### config.mk
export PLATFORM = sky130hd
export DESIGN_NAME = regex_char_sequencer
export DESIGN_NICKNAME = d
export VERILOG_FILES = /design/src/rtl/regex_char_sequencer.sv
export SDC_FILE = /design/constraint.sdc
export NUM_CORES = 1
export LEC_CHECK = 0
export CAP_MARGIN = 20
export CORE_MARGIN = 8
export CORE_UTILIZATION = 50
export CTS_BUF_LIST = sky130_fd_sc_hd__clkbuf_2
export DETAILED_ROUTE_END_ITERATION = 8
export PLACE_DENSITY = 0.88
export SLEW_MARGIN = 15
export SYNTH_ARGS = -nofsm -noshare
export SYNTH_HDL_FRONTEND = slang
export SYNTH_SLANG_ARGS = --single-unit
### constraint.sdc
create_clock -name clk -period 3.55 [get_ports clk]
set_input_delay 0.355 -clock clk [delete_from_list [all_inputs] [get_ports clk]]
set_output_delay 0.355 -clock clk [all_outputs]
set_load 0.01 [all_outputs]
### src/rtl/regex_char_sequencer.sv
//------------------------------------------------------------------------------
// regex_char_sequencer
//   Feeds a byte stream one character at a time to compiled_regex, then runs a
//   final flush pass, and forwards match positions on a valid/ready port.
// Revision: 1.0  initial release
//------------------------------------------------------------------------------
`default_nettype none

module regex_char_sequencer #(
  parameter int POS_W        = 32,
  parameter int RESET_CYCLES = 2,
  parameter int TIMEOUT      = 1024
) (
  input  logic             clk,
  input  logic             reset,
  input  logic             s_valid,
  input  logic [7:0]       s_data,
  input  logic             s_last,
  output logic             s_ready,
  output logic             m_reset,
  output logic [7:0]       m_char,
  output logic             m_last,
  input  logic             m_rdy,
  input  logic             m_match,
  input  logic [POS_W-1:0] m_start,
  input  logic [POS_W-1:0] m_end,
  output logic             r_valid,
  input  logic             r_ready,
  output logic [POS_W-1:0] r_start,
  output logic [POS_W-1:0] r_end,
  output logic             r_flush,
  output logic [31:0]      chars_seen,
  output logic             done,
  output logic             err
);

  localparam int RC_W = (RESET_CYCLES > 1) ? $clog2(RESET_CYCLES) : 1;
  localparam int TO_W = (TIMEOUT > 1) ? $clog2(TIMEOUT) : 1;
  localparam logic [RC_W-1:0] C_RC_LAST = RC_W'(RESET_CYCLES - 1);
  localparam logic [TO_W-1:0] C_TO_LAST = TO_W'(TIMEOUT - 1);

  typedef enum logic [2:0] {
    ST_IDLE   = 3'd0,
    ST_PULSE  = 3'd1,
    ST_WAIT   = 3'd2,
    ST_REPORT = 3'd3,
    ST_NEXT   = 3'd4,
    ST_DONE   = 3'd5,
    ST_ERR    = 3'd6
  } state_t;

  state_t           state_q;
  logic [RC_W-1:0]  rc_cnt_q;
  logic [TO_W-1:0]  to_cnt_q;
  logic             last_pending_q;
  logic             s_ready_q;
  logic             m_reset_q;
  logic [7:0]       m_char_q;
  logic             m_last_q;
  logic             r_valid_q;
  logic [POS_W-1:0] r_start_q;
  logic [POS_W-1:0] r_end_q;
  logic             r_flush_q;
  logic [31:0]      chars_seen_q;
  logic             done_q;
  logic             err_q;

  always_ff @(posedge clk or negedge reset) begin
    if (!reset) begin
      state_q        <= ST_IDLE;
      rc_cnt_q       <= '0;
      to_cnt_q       <= '0;
      last_pending_q <= 1'b0;
      s_ready_q      <= 1'b0;
      m_reset_q      <= 1'b0;
      m_char_q       <= '0;
      m_last_q       <= 1'b0;
      r_valid_q      <= 1'b0;
      r_start_q      <= '0;
      r_end_q        <= '0;
      r_flush_q      <= 1'b0;
      chars_seen_q   <= '0;
      done_q         <= 1'b0;
      err_q          <= 1'b0;
    end else begin
      case (state_q)
        ST_IDLE: begin
          if (s_ready_q && s_valid) begin
            s_ready_q      <= 1'b0;
            m_char_q       <= s_data;
            last_pending_q <= s_last;
            m_last_q       <= 1'b0;
            chars_seen_q   <= chars_seen_q + 32'd1;
            m_reset_q      <= 1'b1;
            rc_cnt_q       <= '0;
            state_q        <= ST_PULSE;
          end else begin
            s_ready_q <= 1'b1;
          end
        end
        ST_PULSE: begin
          if (rc_cnt_q == C_RC_LAST) begin
            m_reset_q <= 1'b0;
            to_cnt_q  <= '0;
            state_q   <= ST_WAIT;
          end else begin
            rc_cnt_q <= rc_cnt_q + RC_W'(1);
          end
        end
        ST_WAIT: begin
          // m_rdy takes priority over the timeout terminal count
          if (m_rdy) begin
            if (m_match) begin
              r_start_q <= m_start;
              r_end_q   <= m_end;
              r_flush_q <= m_last_q;
              r_valid_q <= 1'b1;
              state_q   <= ST_REPORT;
            end else begin
              state_q <= ST_NEXT;
            end
          end else if (to_cnt_q == C_TO_LAST) begin
            err_q   <= 1'b1;
            done_q  <= 1'b1;
            state_q <= ST_ERR;
          end else begin
            to_cnt_q <= to_cnt_q + TO_W'(1);
          end
        end
        ST_REPORT: begin
          if (r_ready) begin
            r_valid_q <= 1'b0;
            state_q   <= ST_NEXT;
          end
        end
        ST_NEXT: begin
          if (m_last_q) begin
            done_q  <= 1'b1;
            state_q <= ST_DONE;
          end else if (last_pending_q) begin
            m_last_q  <= 1'b1;
            m_reset_q <= 1'b1;
            rc_cnt_q  <= '0;
            state_q   <= ST_PULSE;
          end else begin
            s_ready_q <= 1'b1;
            state_q   <= ST_IDLE;
          end
        end
        ST_DONE, ST_ERR: begin
          s_ready_q <= 1'b0;
          m_reset_q <= 1'b0;
        end
        default: state_q <= ST_IDLE;
      endcase
    end
  end

  assign s_ready    = s_ready_q;
  assign m_reset    = m_reset_q;
  assign m_char     = m_char_q;
  assign m_last     = m_last_q;
  assign r_valid    = r_valid_q;
  assign r_start    = r_start_q;
  assign r_end      = r_end_q;
  assign r_flush    = r_flush_q;
  assign chars_seen = chars_seen_q;
  assign done       = done_q;
  assign err        = err_q;

endmodule

`default_nettype wire

# Yosys cells after proc, flatten, opt, wreduce, memory -nomap -nowiden
# Cells that the tools add are included.
[classes] reduce_logical=21 n_bitwise=2 n_addsub=3 muxes=38 eq_ne=20
[ops] operator="adder 32 x 1 -> 32 bit, second input constant" count=1
[ops] operator="2-to-1 mux 10 bit" count=3
[ops] operator="!= test 2 bit, second input constant" count=12
[ops] operator="2-to-1 mux 3 bit" count=7
[ops] operator="2-to-1 mux 1 bit" count=20
[ops] operator="case mux 10 bit (2 select lines)" count=1
[ops] operator="case mux 3 bit (6 select lines)" count=1
[ops] operator="AND reduction 4 bit" count=4
[ops] operator="adder 10 x 1 -> 10 bit, second input constant" count=1
[ops] operator="== test 10 bit, second input constant" count=1
[ops] operator="AND reduction 5 bit" count=2
[ops] operator="== test 3 bit, second input constant" count=3
[ops] operator="AND reduction 3 bit" count=3
[ops] operator="nonzero test 2 bit" count=4
[ops] operator="== test 3 x 2 -> 1 bit, second input constant" count=2
[ops] operator="case mux 1 bit (2 select lines)" count=3
[ops] operator="case mux 1 bit (3 select lines)" count=2
[ops] operator="nonzero test 3 bit" count=2
[ops] operator="case mux 1 bit (4 select lines)" count=1
[ops] operator="AND reduction 2 bit" count=2
[ops] operator="nonzero test 4 bit" count=1
[ops] operator="== test 3 x 1 -> 1 bit, second input constant" count=1
[ops] operator="zero test 3 bit" count=1
[ops] operator="!= test 3 bit, second input constant" count=1
[ops] operator="other kinds (4)" count=5
[totals] output_inout_bits=111 regBits=126 wordCells=99 input_bits=79

# Logic depth before layout (Yosys ltp)
# Gate-level depths: netlist (run 1).
[logic_depth] ltp_word=4 depth_mapped=8 depth_no_buf=6

# Least setup slack after synthesis (run 1)
# Ideal clock, no wire load.
[synth_path] path_type="register to register" from="reg to_cnt_q[0]" to="reg to_cnt_q[6]" slack_ps=1753 arrival_ps=1664 path_stages_with_launch=8 n_path_buf=1 setup_ps=132 t_required_ps=3418 cell_sequence="dfrtp_1 ha_1 nand3_1 nor3_1 a211o_1 clkbuf_1 o21ai_0 o41ai_1"
[synth_via] elab_chain_len=4
[synth_rtl] item="start, declared" line="54" rtl="logic [TO_W-1:0] to_cnt_q;"
[synth_rtl] item="start signal, assigned" line="127" rtl="to_cnt_q <= to_cnt_q + TO_W'(1);"
[synth_rtl] item="adder 10 x 1 -> 10 bit" line="127"
[synth_rtl] item="2-to-1 mux 10 bit" line="122" rtl="end else if (to_cnt_q == C_TO_LAST) begin"
[synth_rtl] item="2-to-1 mux 10 bit" line="112" rtl="if (m_rdy) begin"
[synth_rtl] item="case mux 10 bit (2 select lines)" line="86" rtl="case (state_q)"
# Several ways; a longest one is shown, not always the timed one. The select of a mux whose other input is x is not followed.
# A chain may end at the register's enable or synchronous reset.

# Worst setup path in the final report (run 1)
[layout_path] from="reg state_q[2]" to="reg r_end_q[28] (netlist: r_end[28])"
[layout_via] elab_chain_len=2
[layout_rtl] item="start, declared" line="52" rtl="state_t state_q;"
[layout_rtl] item="start signal, assigned" line="70" rtl="state_q <= ST_IDLE;"
[layout_rtl] item="start signal, assigned" line="96" rtl="state_q <= ST_PULSE;"
[layout_rtl] item="start signal, assigned" line="105" rtl="state_q <= ST_WAIT;"
[layout_rtl] item="== test 3 x 2 -> 1 bit" line="86"
[layout_rtl] item="AND reduction 3 bit (no line)"
[layout_rtl] item="end signal, assigned" line="115" rtl="r_end_q <= m_end;"
[layout_rtl] item="end, declared" line="62" rtl="logic [POS_W-1:0] r_end_q;"
# Every way passes these cells.

==> metrics.md, run 1 <==
| Metric | Value |
|---|---|
| Placed Cells | 731 |
| Seq pwr share | 42.8% |
| Period utilization | 73.20% |
| Initial antenna violation count | 0 |
| CTS tree | built |
| Largest net degree at the start of global routing | between 70 and 80 |
| DP Area | 7391 sq um |
| # clock sinks | 126 |
| Worst slew pin tran | 0.8672 ns |
| F_max | 384.8 MHz |
| Postcts setup bufs | 0 |
| Switch share | 33.16% |
| Post-synth top cells | dfrtp_1 (126), mux2_2 (75), nor2_1 (27) |
| Max Slew Vio Count | 0 |
| Crit Path Category | register to register |
| DRT iter0 DRCs | 307 |
| First-pass GRT wire length | roughly 23000 microns |
| WP data arrival | about 3.1 ns |
| Clk pwr share | 15.0% |
| Final Total Pwr | 5.435 mW |
| Crit Path Max Fanout | 55 |
| Port bufs | roughly 190 |
| Via Count | roughly 4100 |
| Die Wd | 119.7 microns |
| DP HPWL | 10770 microns |
| Mean post-synth cell area | 12.93 sq um |
| Post-route cell area | 7617 sq um |
| Leakage power of the design | 3.222 nW |
| Layout cells sized above 1 | 19.07% |
| FF+latch count, synth | 126 |
| Hold_buf cts | 1 |
| Yosys cell types | 45 |
| NetSw | 1.802 mW |
| Total wire length | 13980 microns |
| # diodes | 0 |
| Htree depth | 4 |
| Row count | 38 |
| Final-report hold violation count | 0 |
| Post-route worst hold slack | 0.2997 ns |
| Placer Congestion | 0.8137 |
| Yosys top cell area share | between 50% and 60% |
| Die H | 119.7 microns |
| Pwr dens | between 700 and 800 nW/um^2 |
| Worst setup EP type | register |
| Initial core utilization | 50.52% |
| Netlist Area Pre-Place | 5380 sq um |
| # DRC | 0 |
| Syn Inst Count | between 400 and 500 |
| Seq/Total Area, Yosys | 58.60% |
| CTS buffer count | 17 |
| Internal power | approximately 3.6 mW |
| Post-synth top area cell | dfrtp_1 |
| Congestion Overflow GR | 0 |
| Hold/Removal Path Class | primary input to register |
| Max capacitance violation total | 0 |
| Setup TNS | 0 ns |
| Outcome | finished, final reports clean |
| CP Launch Type | register |
| Clk_skew | 0.01763 ns |
| WL per Instance | 18.30 microns |
| Post-route ant nets | 0 |
| Combinational group share of total power | 42.2% |
| Final Critical Period | 2.598 ns |
| Area of the die | 14340 sq um |
| Clk_lat worst skew | 0.65 ns |
| Number of synthesized flops with an enable pin | 0 |
| Ys flop type | dfrtp_1 |
| Clk root buf | clkbuf_2 |
| Clock transition at the registers of the reported paths | roughly 0.17 ns |
| # setup viols final | 0 |
| Worst EP required | 4.09 ns |
| I/O pin count | 190 |
| Yosys Warn Count | 0 |
| Rel. slew slack | 42.18% |
| DR vias/cell | 5.310 |
| Non-Filler Instances | 764 |
| Async SR Flop Fraction | 100.0% |
| DR pass1 iterations | 4 |
| Maximum vdd drop | 404.3 uV |
| Vias in the first global route | 4224 |
| P&R area growth vs syn | 41.58% |
| Most frequent cell after synthesis | dfrtp_1 |
| Dominant cells by area after synthesis | dfrtp_1 (59%), mux2_2 (16%), xnor2_1 (3.7%) |
| Total track usage | ~20% |
| Resized cells post-CTS | 0 |
| Clock tree buffer depth | 2 |
| Synth Net Count | 497 |
| Core Box Area | 10650 sq um |
| Nets | approximately 690 |
| RSZ-0062 raised after global routing | no |
==> cells in the final DEF, fill, tap and decap left out, types with 5 or more instances in the layout <==
cell type and count:
mux2_2 75, clkdlybuf4s50_1 188, nand3_1 15, nor2_1 26, inv_1 6, o21ai_0 16, clkinv_2 5, xnor2_1 23
nand2_1 24, o31ai_1 5, a21oi_1 7, nand4_1 11, dfrtp_1 126, and3_1 8, xor2_1 9, nor3_1 5
clkbuf_2 18
==> kinds of logic after synthesis <==
family,synth area share (%)
AND/OR/NAND/NOR,11.63
XOR/XNOR,5.209
multiplexers,15.70
buffers and inverters,2.349
flip-flops,58.60
adder cells (fa/ha/maj),0.4650
AO/OA/AOI/OAI,6.047
==> final cells by class <==
cell class	count	area [sq um]
Sequential cell	126	3153
Fill cell	742	3033
Multi-Input combinational cell	266	2108
Timing Repair Buffer	194	1942
Tap cell	140	175.2
Clock inverter	14	126.4
Clock buffer	18	90.09
Inverter	6	22.52
==> final timing paths <==
path / from / to / slack (ns) / cells after the start
max in group asynchronous: reset / chars_seen[12] / 2.29 / 3
worst min-delay path: m_end[20] / r_end[20] / 0.30 / 2
worst min register to register: chars_seen[31] / chars_seen[31] / 0.49 / 1
worst max register to register: state_q[2] / r_end[28] / 0.95 / 5
min in group asynchronous: reset / r_start[18] / 0.35 / 2
worst max-delay path: state_q[2] / r_end[28] / 0.95 / 5
==> state kept, by name (all words and copies together) (netlist names), 3 cells and up <==
signal / cells
chars_seen: 32
m_char: 8
state_q: 3
r_start: 32
r_end: 32
to_cnt_q: 10
==> critical path, stage by stage (launching register included) <==
cell and delay, ns:
dfrtp_1 0.70, nor2b_1 0.34, nand2b_1 0.29, nor2_4 0.41, buf_12 0.32, mux2_2 0.38
==> metal layers <==
metal	track usage (%)	vias to the layer above	share of wire (%)
met2	34.06	167	51
li1	-	1877	-
met4	6.714	0	1.3
met3	6.106	16	6.8
met1	22.98	1997	41
met5	0	-	0
==> through the flow <==
stage / setup WS [ns] / utilization (%)
after global routing: 0.7770 / 71.52
after global placement: 1.161 / 69.40
after detailed placement: 1.009 / 69.40
after floorplan: 1.753 / -
after CTS: 0.9759 / 71.52
final: 0.9515 / 71.52
==> power groups by stage <==
| stage | sequential, mW | combinational [mW] | clock [mW] |
|---|---|---|---|
| final | 2.33 | 2.29 | 0.815 |
| after global routing | 2.40 | 2.45 | 0.901 |
| after CTS | 2.33 | 2.32 | 0.847 |
| after floorplan | 2.46 | 0.910 | 0 |
| after detailed placement | 2.36 | 2.32 | 0 |
| after global placement | 2.32 | 2.24 | 0 |
Note: power is estimated with default switching activity, not from simulation.
==> run 2: changes to the inputs <==
CORE_UTILIZATION = 42   (was 50)
PLACE_DENSITY = 0.78   (was 0.88)
clock period = 2.2 ns   (was 3.55 ns; I/O delays follow)
==> run 2 against run 1 <==
Compared with the run above:
- largest power group is now combinational cells
- sequential power is 56% higher
- cell area is 1.8% higher
- via count is 0.44% higher
- non-clock buffer count is 11 higher
==> metrics.md, run 2 (synthesis gave the netlist of run 1 again) <==
| Metric | Value |
|---|---|
| Max capacitance violation total | 0 (unchanged) |
| I/O pin count | 190 (unchanged) |
| Internal power | 6.056 mW (+67%) |
| Maximum vdd drop | 635.2 uV (+57%) |
| Min-Delay Startpoint | m_end[10] |
| Met3 usage | 6.861% (+0.75 points) |
| Post-route worst hold slack | 0.1376 ns (-0.1622 ns) |
| DR vias/cell | 5.062 (-4.7%) |
| Total wire length | 13920 microns (-0.44%) |
| Worst EP required | 2.77 ns (-1.32 ns) |
| Worst reg2reg startpoint | to_cnt_q[0] |
| Initial core utilization | 42.81% (-7.7 points) |
| Most common cell after layout, fill and taps aside | clkdlybuf4s50_1 |
| F_max | 489.2 MHz (+27%) |
| # clock sinks | 126 (unchanged) |
| CP Launch Type | register |
| Setup TNS | 0 ns (unchanged) |
| Clock tree buffer depth | 2 (unchanged) |
| DR pass1 iterations | 4 (unchanged) |
| R2R Path End | to_cnt_q[4] |
| Cells on worst reg2reg path | 6 (+1) |
| Total track usage | 17.16% (-2.6 points) |
| Crit Path Category | register to register |
| Port bufs | 189 (unchanged) |
| # DRC | 0 (unchanged) |
| DRT iter0 DRCs | 233 (-24%) |
| Hold path endpoint | r_end[10] |
| Initial antenna violation count | 0 (unchanged) |
| Core Box Area | 12570 sq um (+18%) |
| Met2 Use GR | 28.71% (-5.3 points) |
| Die Wd | 129.2 microns (+7.9%) |
| Period utilization | 92.91% (+20 points) |
| NetSw | 2.858 mW (+59%) |
| Switch share | 32.06% (-1.1 points) |
| Worst setup EP type | register |
| Hold depth | 2 (unchanged) |
| Clk_skew | 0.03236 ns (+0.01472 ns) |
| Most frequent cells in the layout | clkdlybuf4s50_1 (188), dfrtp_1 (126), mux2_2 (75) |
| Die H | 129.2 microns (+7.9%) |
| First-pass GRT wire length | 22370 microns (-1.0%) |
| DP HPWL | 10490 microns (-2.6%) |
| Worst slew pin tran | 0.6645 ns (-0.2027 ns) |
| GRT Max-Usage Layer | met2 |
| Final-report hold violation count | 0 (unchanged) |
| Clk_lat worst skew | 0.67 ns (+0.02 ns) |
| P&R area growth vs syn | 44.16% |
| Crit Path Max Fanout | 11 (-80%) |
| Leakage power of the design | 3.298 nW (+2.4%) |
| Rel. slew slack | 55.70% (+14 points) |
| Via Count | 4075 (+0.44%) |
| Row count | 41 (+7.9%) |
| Nets | 703 (+1.6%) |
| Seq pwr share | 40.8% (-2.0 points) |
| CTS buffer count | 17 (unchanged) |
| Clk pwr share | 15.6% (+0.6 points) |
| Largest net degree at the start of global routing | 127 (+74%) |
| Congestion Overflow GR | 0 (unchanged) |
| Area of the die | 16690 sq um (+16%) |
| # diodes | 0 (unchanged) |
| Layout cells sized above 1 | 20.06% (+0.99 points) |
| Post-route ant nets | 0 (unchanged) |
| DP Area | 7526 sq um (+1.8%) |
| Vias in the first global route | 4244 (+0.47%) |
| Met1 Usage GRT | 19.63% (-3.3 points) |
| Hold/Removal Path Class | primary input to register |
| WP data arrival | 2.61 ns (-0.53 ns) |
| Max Slew Vio Count | 0 (unchanged) |
| Combinational group share of total power | 43.6% (+1.4 points) |
| # setup viols final | 0 (unchanged) |
| Flop-to-flop setup slack | 0.16 ns (-0.80 ns) |
| Fill cells | 1011 (+36%) |
| Clock transition at the registers of the reported paths | 0.19 ns (+0.02 ns) |
| Pwr dens | 1149 nW/um^2 (+61%) |
| Outcome | finished, final reports clean |
| RSZ-0062 raised after global routing | no |
| Post-route cell area | 7756 sq um (+1.8%) |
| Clk root buf | clkbuf_2 |
| CTS tree | built |
| WL per Instance | 17.29 microns (-5.5%) |
| Final Critical Period | 2.044 ns (-0.5544 ns) |
| Htree depth | 4 (unchanged) |
| Resized cells post-CTS | 0 (unchanged) |
| Placer Congestion | 0.8361 (+2.8%) |
-- run 2: cell types whose count changed in the layout (fill, tap and decap cells not counted), sizes merged --
| cell | previous run | this run |
|---|---|---|
| bufinv | 2 | 3 |
| buf | 5 | 16 |
| clkbuf | 18 | 19 |
| clkinvlp | 4 | 0 |
-- run 2: how the worst max path moves through the flow --
stage,endpoint,depth (start not counted),from
after floorplan,to_cnt_q[6],7,to_cnt_q[0]
after global placement,chars_seen[22],6,s_valid
after detailed placement,chars_seen[22],6,s_valid
after CTS,m_last,1,m_last
after global routing,to_cnt_q[8],6,to_cnt_q[0]
final,to_cnt_q[4],6,to_cnt_q[0]
-- run 2: through the flow --
stage	setup slack, ns	instances	util, %	power (mW)
3_5_place_dp	0.1248	774	59.88	7.622
4_1_cts	0.08723	805	61.71	9.036
2_1_floorplan	0.4035	416	-	5.433
6_report	0.1559	805	61.71	8.913
5_1_grt	0.02484	805	61.71	9.474
3_3_place_gp	0.1971	774	59.88	7.475
-- run 2: layout make-up --
| type | count | area [sq um] | area share [%] |
|---|---|---|---|
| Multi-Input combinational cell | 266 | 2108 | 27.18 |
| Sequential cell | 126 | 3153 | 40.65 |
| Timing Repair Buffer | 205 | 2037 | 26.26 |
| Clock buffer | 19 | 95.09 | 1.226 |
| Inverter | 6 | 22.52 | 0.2904 |
| Tap cell | 172 | 215.2 | 2.775 |
| Clock inverter | 11 | 125.1 | 1.613 |
-- run 2: critical path: stages, from the launching register on --
cell and delay (ns):
dfrtp_1 0.45, ha_1 0.25, nand3_1 0.27, nor3_1 0.15, a211o_1 0.44, a21o_1 0.20
a22o_1 0.22
-- run 2: power by group through the flow --
stage | logic [mW] | registers (mW) | clock network [mW]
finish | 3.89 | 3.63 | 1.39
global route | 4.15 | 3.76 | 1.57
CTS | 3.94 | 3.64 | 1.45
detailed placement | 3.92 | 3.70 | 0
global placement | 3.84 | 3.63 | 0
floorplan | 1.47 | 3.96 | 0
-- run 2: per-layer routing --
| metal | wire [microns] | up-vias | part of all wire [%] |
|---|---|---|---|
| met5 | 0 | - | 0 |
| met4 | 159 | 0 | 1.1 |
| met3 | 1267 | 13 | 9.1 |
| met2 | 6890 | 152 | 50 |
| met1 | 5600 | 2029 | 40 |
| li1 | - | 1881 | - |
-- run 2: timing repair --
item                                    in CTS  in global routing
setup buffers                                0                  0
endpoints found under the setup margin       0                  0
endpoints found under the hold margin      126                  0
hold buffers                                 1                  0
==> run 3: changes to the inputs <==
ABC_AREA = 1   (was unset)
CORE_UTILIZATION = 44   (was 42)
PLACE_DENSITY = 0.79   (was 0.78)
==> run 3 against run 2 <==
Compared with the run above:
- sequential share of layout area fell by 6.4 points
- combinational power fell by 91%
- register-to-register slack improved by 0.36 ns
- largest cell class unchanged
- largest power group is now sequential cells
==> metrics.md, run 3 <==
| Metric | Value |
|---|---|
| Largest net degree at the start of global routing | 55 (-57%) |
| Setup TNS | 0 ns (unchanged) |
| DP HPWL | 12070 microns (+15%) |
| Layout cells sized above 1 | 7.034% (-13 points) |
| Dominant cells by area after synthesis | dfrtp_1 (52%), nand2_1 (17%), inv_1 (6.7%) |
| I/O pin count | 190 (unchanged) |
| Most common cell after layout, fill and taps aside | nand2_1 |
| Total track usage | 20.12% (+3.0 points) |
| Initial antenna violation count | 2 (+2) |
| Clock transition at the registers of the reported paths | 0.20 ns (about the same) |
| Placed Cells | 1127 (+46%) |
| WL per Instance | 14.50 microns (-16%) |
| CTS tree | built |
| DRT iter0 DRCs | 274 (+18%) |
| Clock tree buffer depth | 2 (unchanged) |
| Htree depth | 4 (unchanged) |
| Clk pwr share | 38.3% (+23 points) |
| Seq pwr share | 53.9% (+13 points) |
| DR pass1 iterations | 4 (unchanged) |
| Mean post-synth cell area | 7.961 sq um (-38%) |
| Port bufs | 189 (unchanged) |
| Most frequent cells in the layout | nand2_1 (273), clkdlybuf4s50_1 (188), dfrtp_1 (125) |
| Ys flop type | dfrtp_1 |
| Hold/Removal Path Class | primary input to register |
| Synth Net Count | 850 (+71%) |
| Worst slew pin tran | 0.4664 ns (-0.1982 ns) |
| Worst setup EP type | output pin |
| Max Slew Vio Count | 0 (unchanged) |
| Yosys top cell area share | 51.50% (-7.1 points) |
| Yosys Warn Count | 0 (unchanged) |
| DR vias/cell | 4.700 (-7.2%) |
| CP peak stage delay | 0.59 ns (+0.14 ns) |
| NetSw | 1.015 mW (-64%) |
| Congestion Overflow GR | 0 (unchanged) |
| First-pass GRT wire length | 28760 microns (+29%) |
| Final-report hold violation count | 0 (unchanged) |
| Die H | 134.0 microns (+3.7%) |
| Die Wd | 134.0 microns (+3.7%) |
| Post-synth top area cell | dfrtp_1 |
| Slowest-stage cell, CP | clkdlybuf4s50_1 |
| Via Count | 5800 (+42%) |
| Final Critical Period | 2.026 ns (-0.01785 ns) |
| Switch share | 23.57% (-8.5 points) |
| Clk_lat worst skew | 0.70 ns (+0.03 ns) |
| Postcts setup bufs | 0 (unchanged) |
| Async SR Flop Fraction | 100.0% (unchanged) |
| Post-synth top cells | nand2_1 (273), dfrtp_1 (126), inv_1 (109) |
| Placer Congestion | 0.8483 (+1.5%) |
| # DRC | 0 (unchanged) |
| Leakage power of the design | 4.333 nW (+31%) |
| Clk root buf | clkbuf_2 |
| Worst EP required | 1.98 ns (-0.79 ns) |
| Post-route ant nets | 0 (unchanged) |
| Max layer used | met4 |
| Rel. slew slack | 68.91% (+13 points) |
| Syn Inst Count | 769 (+85%) |
| Combinational group share of total power | 7.8% (-36 points) |
| Initial core utilization | 44.62% (+1.8 points) |
| Ordered list of cells on the worst path | clkdlybuf4s50_1 |
| RSZ-0062 raised after global routing | no |
| Period utilization | 92.10% (-0.81 points) |
| CP bufs+invs | 1 (+1) |
| Crit Path Max Fanout | 7 (-4) |
| CP delay by family, top | buffers and inverters |
| Row count | 43 (+4.9%) |
| Total wire length | 17900 microns (+29%) |
| Outcome | finished, final reports clean |
| Number of synthesized flops with an enable pin | 0 (unchanged) |
| CP Launch Type | register |
| # clock sinks | 126 (unchanged) |
| Max capacitance violation total | 0 (unchanged) |
| Netlist Area Pre-Place | 6122 sq um (+14%) |
| F_max | 493.5 MHz (+0.88%) |
| Non-Filler Instances | 1234 (+53%) |
| Maximum vdd drop | 283.1 uV (-55%) |
| P&R area growth vs syn | 50.38% |
| Met2 wire len | 9121 microns (+32%) |
| Crit Path Category | register to output pin |
| Clk_skew | 0.04423 ns (+0.01188 ns) |
| Core Box Area | 13720 sq um (+9.2%) |
| Seq/Total Area, Yosys | 51.50% (-7.1 points) |
| # setup viols final | 0 (unchanged) |
| Internal power | 3.293 mW (-46%) |
| FF+latch count, synth | 126 (unchanged) |
| Nets | 1120 (+59%) |
| CTS buffer count | 17 (unchanged) |
| Met3 wire length | 999 microns (-21%) |
| Yosys cell types | 35 (-22%) |
| Vias in the first global route | 5748 (+35%) |
| WP data arrival | 1.81 ns (-0.80 ns) |
| Most frequent cell after synthesis | nand2_1 |
| Pwr dens | 467.9 nW/um^2 (-59%) |
| Met1 WL | 6984 microns (+25%) |
| Area of the die | 17940 sq um (+7.5%) |
## run 3: cell types whose count changed after synthesis, moves of 5 or more
cell     before  now
inv_1         6  109
buf_6         1   11
mux2_2       75    0
o31ai_1       5    0
nand3_1      15   32
o21ai_2       0   16
nand4_1      11    5
nand2_1      24  273
nor2_1       27   65
o21ai_1       0   51
o21ai_0      16   21
and3_1        8    0
xnor2_1      23    6
## run 3: worst paths after layout
path                                 from              to  slack [ns]  depth (start not counted)
setup / recovery           chars_seen[27]  chars_seen[27]        0.17                          1
hold / removal                   m_end[5]        r_end[5]        0.09                          3
setup reg to reg              to_cnt_q[0]     to_cnt_q[6]        0.52                          8
hold reg to reg                      done            done        0.50                          1
max in group asynchronous           reset     to_cnt_q[4]        1.18                          4
min in group asynchronous           reset       r_end[10]        0.62                          4
## run 3: area by class of cell
type,count,area (sq um)
antenna,2,5.005
clock buffer,18,90.09
clock inverter,14,191.4
fill,1118,4513
inverter,111,421.7
multi-input combinational,511,2376
sequential,126,3154
tap,180,225.2
timing repair buffer,272,2743
## run 3: timing repair
action                                  4_1_cts  5_1_grt
hold buffers                                 73        0
gates resized for setup                       0        1
endpoints found under the hold margin       196        0
endpoints found under the setup margin        0        1
## run 3: per-stage QoR
step | setup WS, ns | area [sq um] | hold slack, ns | total power, mW | utilization, %
after floorplan | 0.7148 | 6122 | -0.07559 | 2.388 | -
after global placement | 0.4019 | 8178 | 0.2014 | 2.583 | 59.61
after detailed placement | 0.3296 | 8178 | 0.2024 | 2.586 | 59.61
after CTS | 0.06390 | 9200 | 0.003331 | 4.375 | 67.06
after global routing | 0.03149 | 9206 | 0.02075 | 4.521 | 67.10
final | 0.1738 | 9206 | 0.08791 | 4.308 | 67.10
## run 3: cells by family after synthesis
group | share of synthesized area (%)
compound gates | 9.258
simple gates | 27.14
fa+ha+maj | 0.4087
buf+inv | 9.687
flops | 51.50
xor+xnor | 2.003
## run 3: power by group through the flow
stage | Sequential, mW | Clock (mW) | Combinational (mW)
floorplan | 2.36 | 0 | 0.0252
detailed placement | 2.36 | 0 | 0.225
global route | 2.32 | 1.83 | 0.367
finish | 2.32 | 1.65 | 0.338
CTS | 2.32 | 1.72 | 0.337
global placement | 2.36 | 0 | 0.222
## run 3: worst reg2reg max path, delay by kind of cell (launching register included)
| family | cells | cell delay, ns |
|---|---|---|
| adder cells (fa/ha/maj) | 1 | 0.20 |
| flip-flops | 1 | 0.45 |
| AO/OA/AOI/OAI | 1 | 0.14 |
| AND/OR/NAND/NOR | 6 | 0.79 |
## run 3: layer usage
metal	vias up	GRT usage, %
li1	2912	-
met1	2693	21.91
met2	146	34.79
met3	49	5.497
met4	0	11.29
met5	-	0
==> variant 1: new RTL, config.mk and constraints of run 3 <==
Encoding of `state_t`: now one-hot (7 bits for 7 states).
--- a/src/rtl/regex_char_sequencer.sv
+++ b/src/rtl/regex_char_sequencer.sv
@@ -40,12 +40,12 @@
   localparam logic [TO_W-1:0] C_TO_LAST = TO_W'(TIMEOUT - 1);
 
-  typedef enum logic [2:0] {
-    ST_IDLE   = 3'd0,
-    ST_PULSE  = 3'd1,
-    ST_WAIT   = 3'd2,
-    ST_REPORT = 3'd3,
-    ST_NEXT   = 3'd4,
-    ST_DONE   = 3'd5,
-    ST_ERR    = 3'd6
+  typedef enum logic [6:0] {
+    ST_IDLE   = 7'b0000001,
+    ST_PULSE  = 7'b0000010,
+    ST_WAIT   = 7'b0000100,
+    ST_REPORT = 7'b0001000,
+    ST_NEXT   = 7'b0010000,
+    ST_DONE   = 7'b0100000,
+    ST_ERR    = 7'b1000000
   } state_t;
 
Behaviour: no difference found for any inputs over 10 cycles, from zero or initial values and one cycle with reset low; not proved beyond that.
==> variant 1 against run 3 <==
Design area increased by 3.0%; setup slack lost 0.035 ns; routed wire length grew 7.0%; synthesized area up 3.4%; non-clock buffer count up 3; fmax down 1.7%; first-iteration DRC count up 51%; largest cell class unchanged; sequential cell count grew 4.
Power is not compared: it rests on default switching activity, and its combinational part moved more than twofold at a synthesized area within 25%.
==> variant 1: results (changes against run 3) <==
Critical path
  – CP Data Arrival Time: 1.84 ns (+0.03 ns)
  – Crit Path Max Fanout: 6 (-1)

CTS
  – CTS Sinks: 130 (+3.2%)
  – Clock slew seen by the registers of the worst setup and hold paths: 0.18 ns (-0.02 ns)
  – Clock Latency Late Sink: 0.72 ns (+0.02 ns)

Layout
  – Fraction of layout cells with a size suffix above 1: 0.0778 (+0.00750)
  – Clock buf/inv share: 0.0265 (-0.00405)
  – Multi-input comb cells: 546 (+6.8%)
  – Inverters, non-clock: 109 (-1.8%)
  – Inserted Diodes: 3 (+1)
  – FF/Latch Area: 3250 um2 (+3.2%)
  – Fill count: 1160 (+3.8%)
  – Multi-input logic portion of the cell area: 0.268 (+0.0101)

Routing
  – Metal2 WL: 9700 um (+6.4%)
  – Routed WL: 19200 um (+7.0%)
  – Metal3 WL: 957 um (-4.2%)
  – Wl on met1: 7610 um (+8.9%)
  – Initial drt markers: 414 (+51%)

Global route
  – Met1 usage: 0.241 (+0.0221)
  – Grt met3 use: 0.0495 (-0.00545)
  – Initial antenna violation count: 3 (+1)
  – Largest net degree at the start of global routing: 75 (+36%)
  – First-pass GRT wire length: 31000 um (+7.9%)
  – Met2 Track Usage GR: 0.365 (+0.0170)
  – GRT Overall Usage: 0.213 (+0.0121)

Run status
  – Run status: finished clean

Synth
  – Synthesized area per cell: 7.85 um2 (-1.4%)
  – Yosys cell types: 33 (-5.7%)
  – Post-Synth XOR/XNOR Area: 0.0235 (+0.00350)
  – Register area share after synthesis: 0.514 (-0.000685)

Placement
  – GP Congestion: 0.936 (+10%)
  – Area after DPL: 8480 um2 (+3.7%)
  – Half-perimeter wire length after placement: 13300 um (+9.9%)

Timing
  – Final Skew: 0.0217 ns (-0.0225 ns)
  – Slew of the pin with the lowest slew margin: 0.699 ns (+0.233 ns)
## variant 1: cell types whose count changed after synthesis, moves of 7 or more
| cell | change |
|---|---|
| buf_2 | +9 |
| buf_6 | -7 |
| nand2_1 | +41 |
| nand3_1 | -11 |
| o21ai_1 | -10 |
## variant 1: path summary, 6_finish.rpt
| path | startpoint | to | slack, ns | cells after the start |
|---|---|---|---|---|
| worst min register to register | m_char[0] | m_char[0] | 0.50 | 2 |
| worst min-delay path | reset | chars_seen[18] | 0.06 | 2 |
| max in group asynchronous | reset | r_start[22] | 1.44 | 3 |
| worst max register to register | state_q[0] | chars_seen[6] | 0.33 | 7 |
| worst max-delay path | chars_seen[27] | chars_seen[27] | 0.14 | 1 |
| min in group clk | r_ready | r_valid | 0.20 | 4 |
## variant 1: timing repair
item / 4_1_cts / 5_1_grt
hold endpoints to repair: 203 / 0
hold buffers: 74 / 0
endpoints found under the setup margin: 0 / 0
==> variant 2: new RTL, config.mk and constraints of run 3 <==
Without the edit above. `RESET_CYCLES`: 2 -> 1.
--- a/src/rtl/regex_char_sequencer.sv
+++ b/src/rtl/regex_char_sequencer.sv
@@ -9,5 +9,5 @@
 module regex_char_sequencer #(
   parameter int POS_W        = 32,
-  parameter int RESET_CYCLES = 2,
+  parameter int RESET_CYCLES = 1,
   parameter int TIMEOUT      = 1024
 ) (
Function: changed (a bounded check fails within 4 cycles, from zero or initial values and one cycle with reset low).
==> variant 2 against run 3 <==
Critical path depth is the same; sequential cell count down 1; synthesized area shrank 7.5%; routed wire length shrank 11%; setup slack improved by 0.062 ns; design area fell by 13%; cell count shrank 22%; largest cell class unchanged; total power decreased by 15%.
==> variant 2: results (changes against run 3) <==
Layout
  – Non-CTS buffers: 206 (-24%)
  – Inverters, non-clock: 47 (-58%)
  – Inserted Diodes: 1 (-1)
  – Signal buffers share of area: 0.258 (-0.0398)
  – Fraction of layout cells with a size suffix above 1: 0.137 (+0.0669)
  – Clock buf/inv share: 0.0189 (-0.0116)
  – FF/Latch Area: 3130 um2 (-0.83%)
  – Clock buf count: 20 (+2)
  – Nets: 861 (-23%)
  – Multi-input logic portion of the cell area: 0.283 (+0.0245)
  – Multi-input comb cells: 383 (-25%)

Routing
  – Metal2 WL: 8180 um (-10%)
  – Highest routed layer: met4
  – Initial drt markers: 255 (-6.9%)
  – Routed len/inst: 16.6 um (+15%)
  – Wl on met1: 5740 um (-18%)
  – Drt first pass iters: 7 (+3)
  – Vias per cell: 5.05 (+7.4%)
  – Routed WL: 16000 um (-11%)
  – Metal3 WL: 1700 um (+70%)

Placement
  – GP Congestion: 0.877 (+3.3%)
  – Area after DPL: 7780 um2 (-4.8%)
  – Half-perimeter wire length after placement: 12300 um (+2.1%)
  – Inst Count DP: 928 (-18%)
  – Pre-CTS WS: 0.403 ns (+0.0737 ns)

Global route
  – First-pass GRT wire length: 25300 um (-12%)
  – Met2 Track Usage GR: 0.335 (-0.0134)
  – Initial antenna violation count: 1 (-1)
  – Grt met3 use: 0.0929 (+0.0379)
  – GRT Overall Usage: 0.195 (-0.00645)
  – Met1 usage: 0.199 (-0.0200)

Run status
  – Run status: finished clean

Floorplanning
  – Die Span X: 129 um (-3.4%)

Synth
  – Synth Area in Compound Gates: 0.0203 (-0.0722)
  – Adder-Cell Fraction of Synth Area: 0.00442 (+0.000333)
  – Register area share after synthesis: 0.553 (+0.0376)
  – Synthesized area per cell: 9.95 um2 (+25%)
  – #FFs+latches synth: 125 (-0.79%)
  – Post-Synth XOR/XNOR Area: 0.0263 (+0.00628)
  – Top cells by area, synth: dfrtp_1, nand2_1, mux2_2
  – Syn_nets: 650 (-24%)
  – Mux cell area share after synthesis: 0.134 (+0.134)
  – Yosys cell types: 29 (-17%)

CTS
  – Clock slew seen by the registers of the worst setup and hold paths: 0.18 ns (-0.02 ns)
  – Clock Latency Late Sink: 0.67 ns (-0.03 ns)
  – TritonCTS Buffers: 17 (unchanged)
  – Clock Tree Buf Depth: 2 (unchanged)
  – Post-CTS Hold Fix Bufs: 4 (-95%)

Critical path
  – Critical R2R Launch: chars_seen[0]
  – Crit Path Max Fanout: 4 (-3)
  – Worst setup path start: chars_seen[14]

Timing
  – Final Skew: 0.0278 ns (-0.0164 ns)
  – Slew of the pin with the lowest slew margin: 0.512 ns (+0.0455 ns)
  – Setup violators final: 0 (unchanged)

Power
  – Cell Pwr Density: 456 nW/um2 (-2.6%)
  – VDD IR max: 351 uV (+24%)
  – LEAKAGE: 3.79 nW (-13%)

Hold path
  – Hold WC Path Type: input port to asynchronous set/reset pin
[variant 2: changes by cell type after synthesis, moves of 10 or more]
| cell | run 3 | this run |
|---|---|---|
| nand2_1 | 273 | 147 |
| inv_1 | 109 | 45 |
| o21ai_1 | 51 | 2 |
| mux2_2 | 0 | 48 |
| o21ai_2 | 16 | 0 |
| nor2_1 | 65 | 51 |
| o21ai_0 | 21 | 10 |
| mux2_4 | 0 | 10 |
[variant 2: where the power goes]
group	internal, mW	switching (mW)	total (mW)
Combinational	0.138	0.0715	0.209
Sequential	2.30	0.000546	2.30
Clock	0.369	0.768	1.14
Total	2.81	0.840	3.65
[variant 2: worst min-delay path: stages]
cell and delay [ns]:
dlygate4sd3_1 0.53, buf_4 0.17, buf_12 0.20
[variant 2: final timing paths]
check | end | slack (ns)
max reg2reg | chars_seen[26] | 0.39
min in group clk | m_char[0] | 0.09
max | chars_seen[14] | 0.24
min | chars_seen[11] | 0.07
max in group asynchronous | r_start[9] | 1.73
min reg2reg | done | 0.49
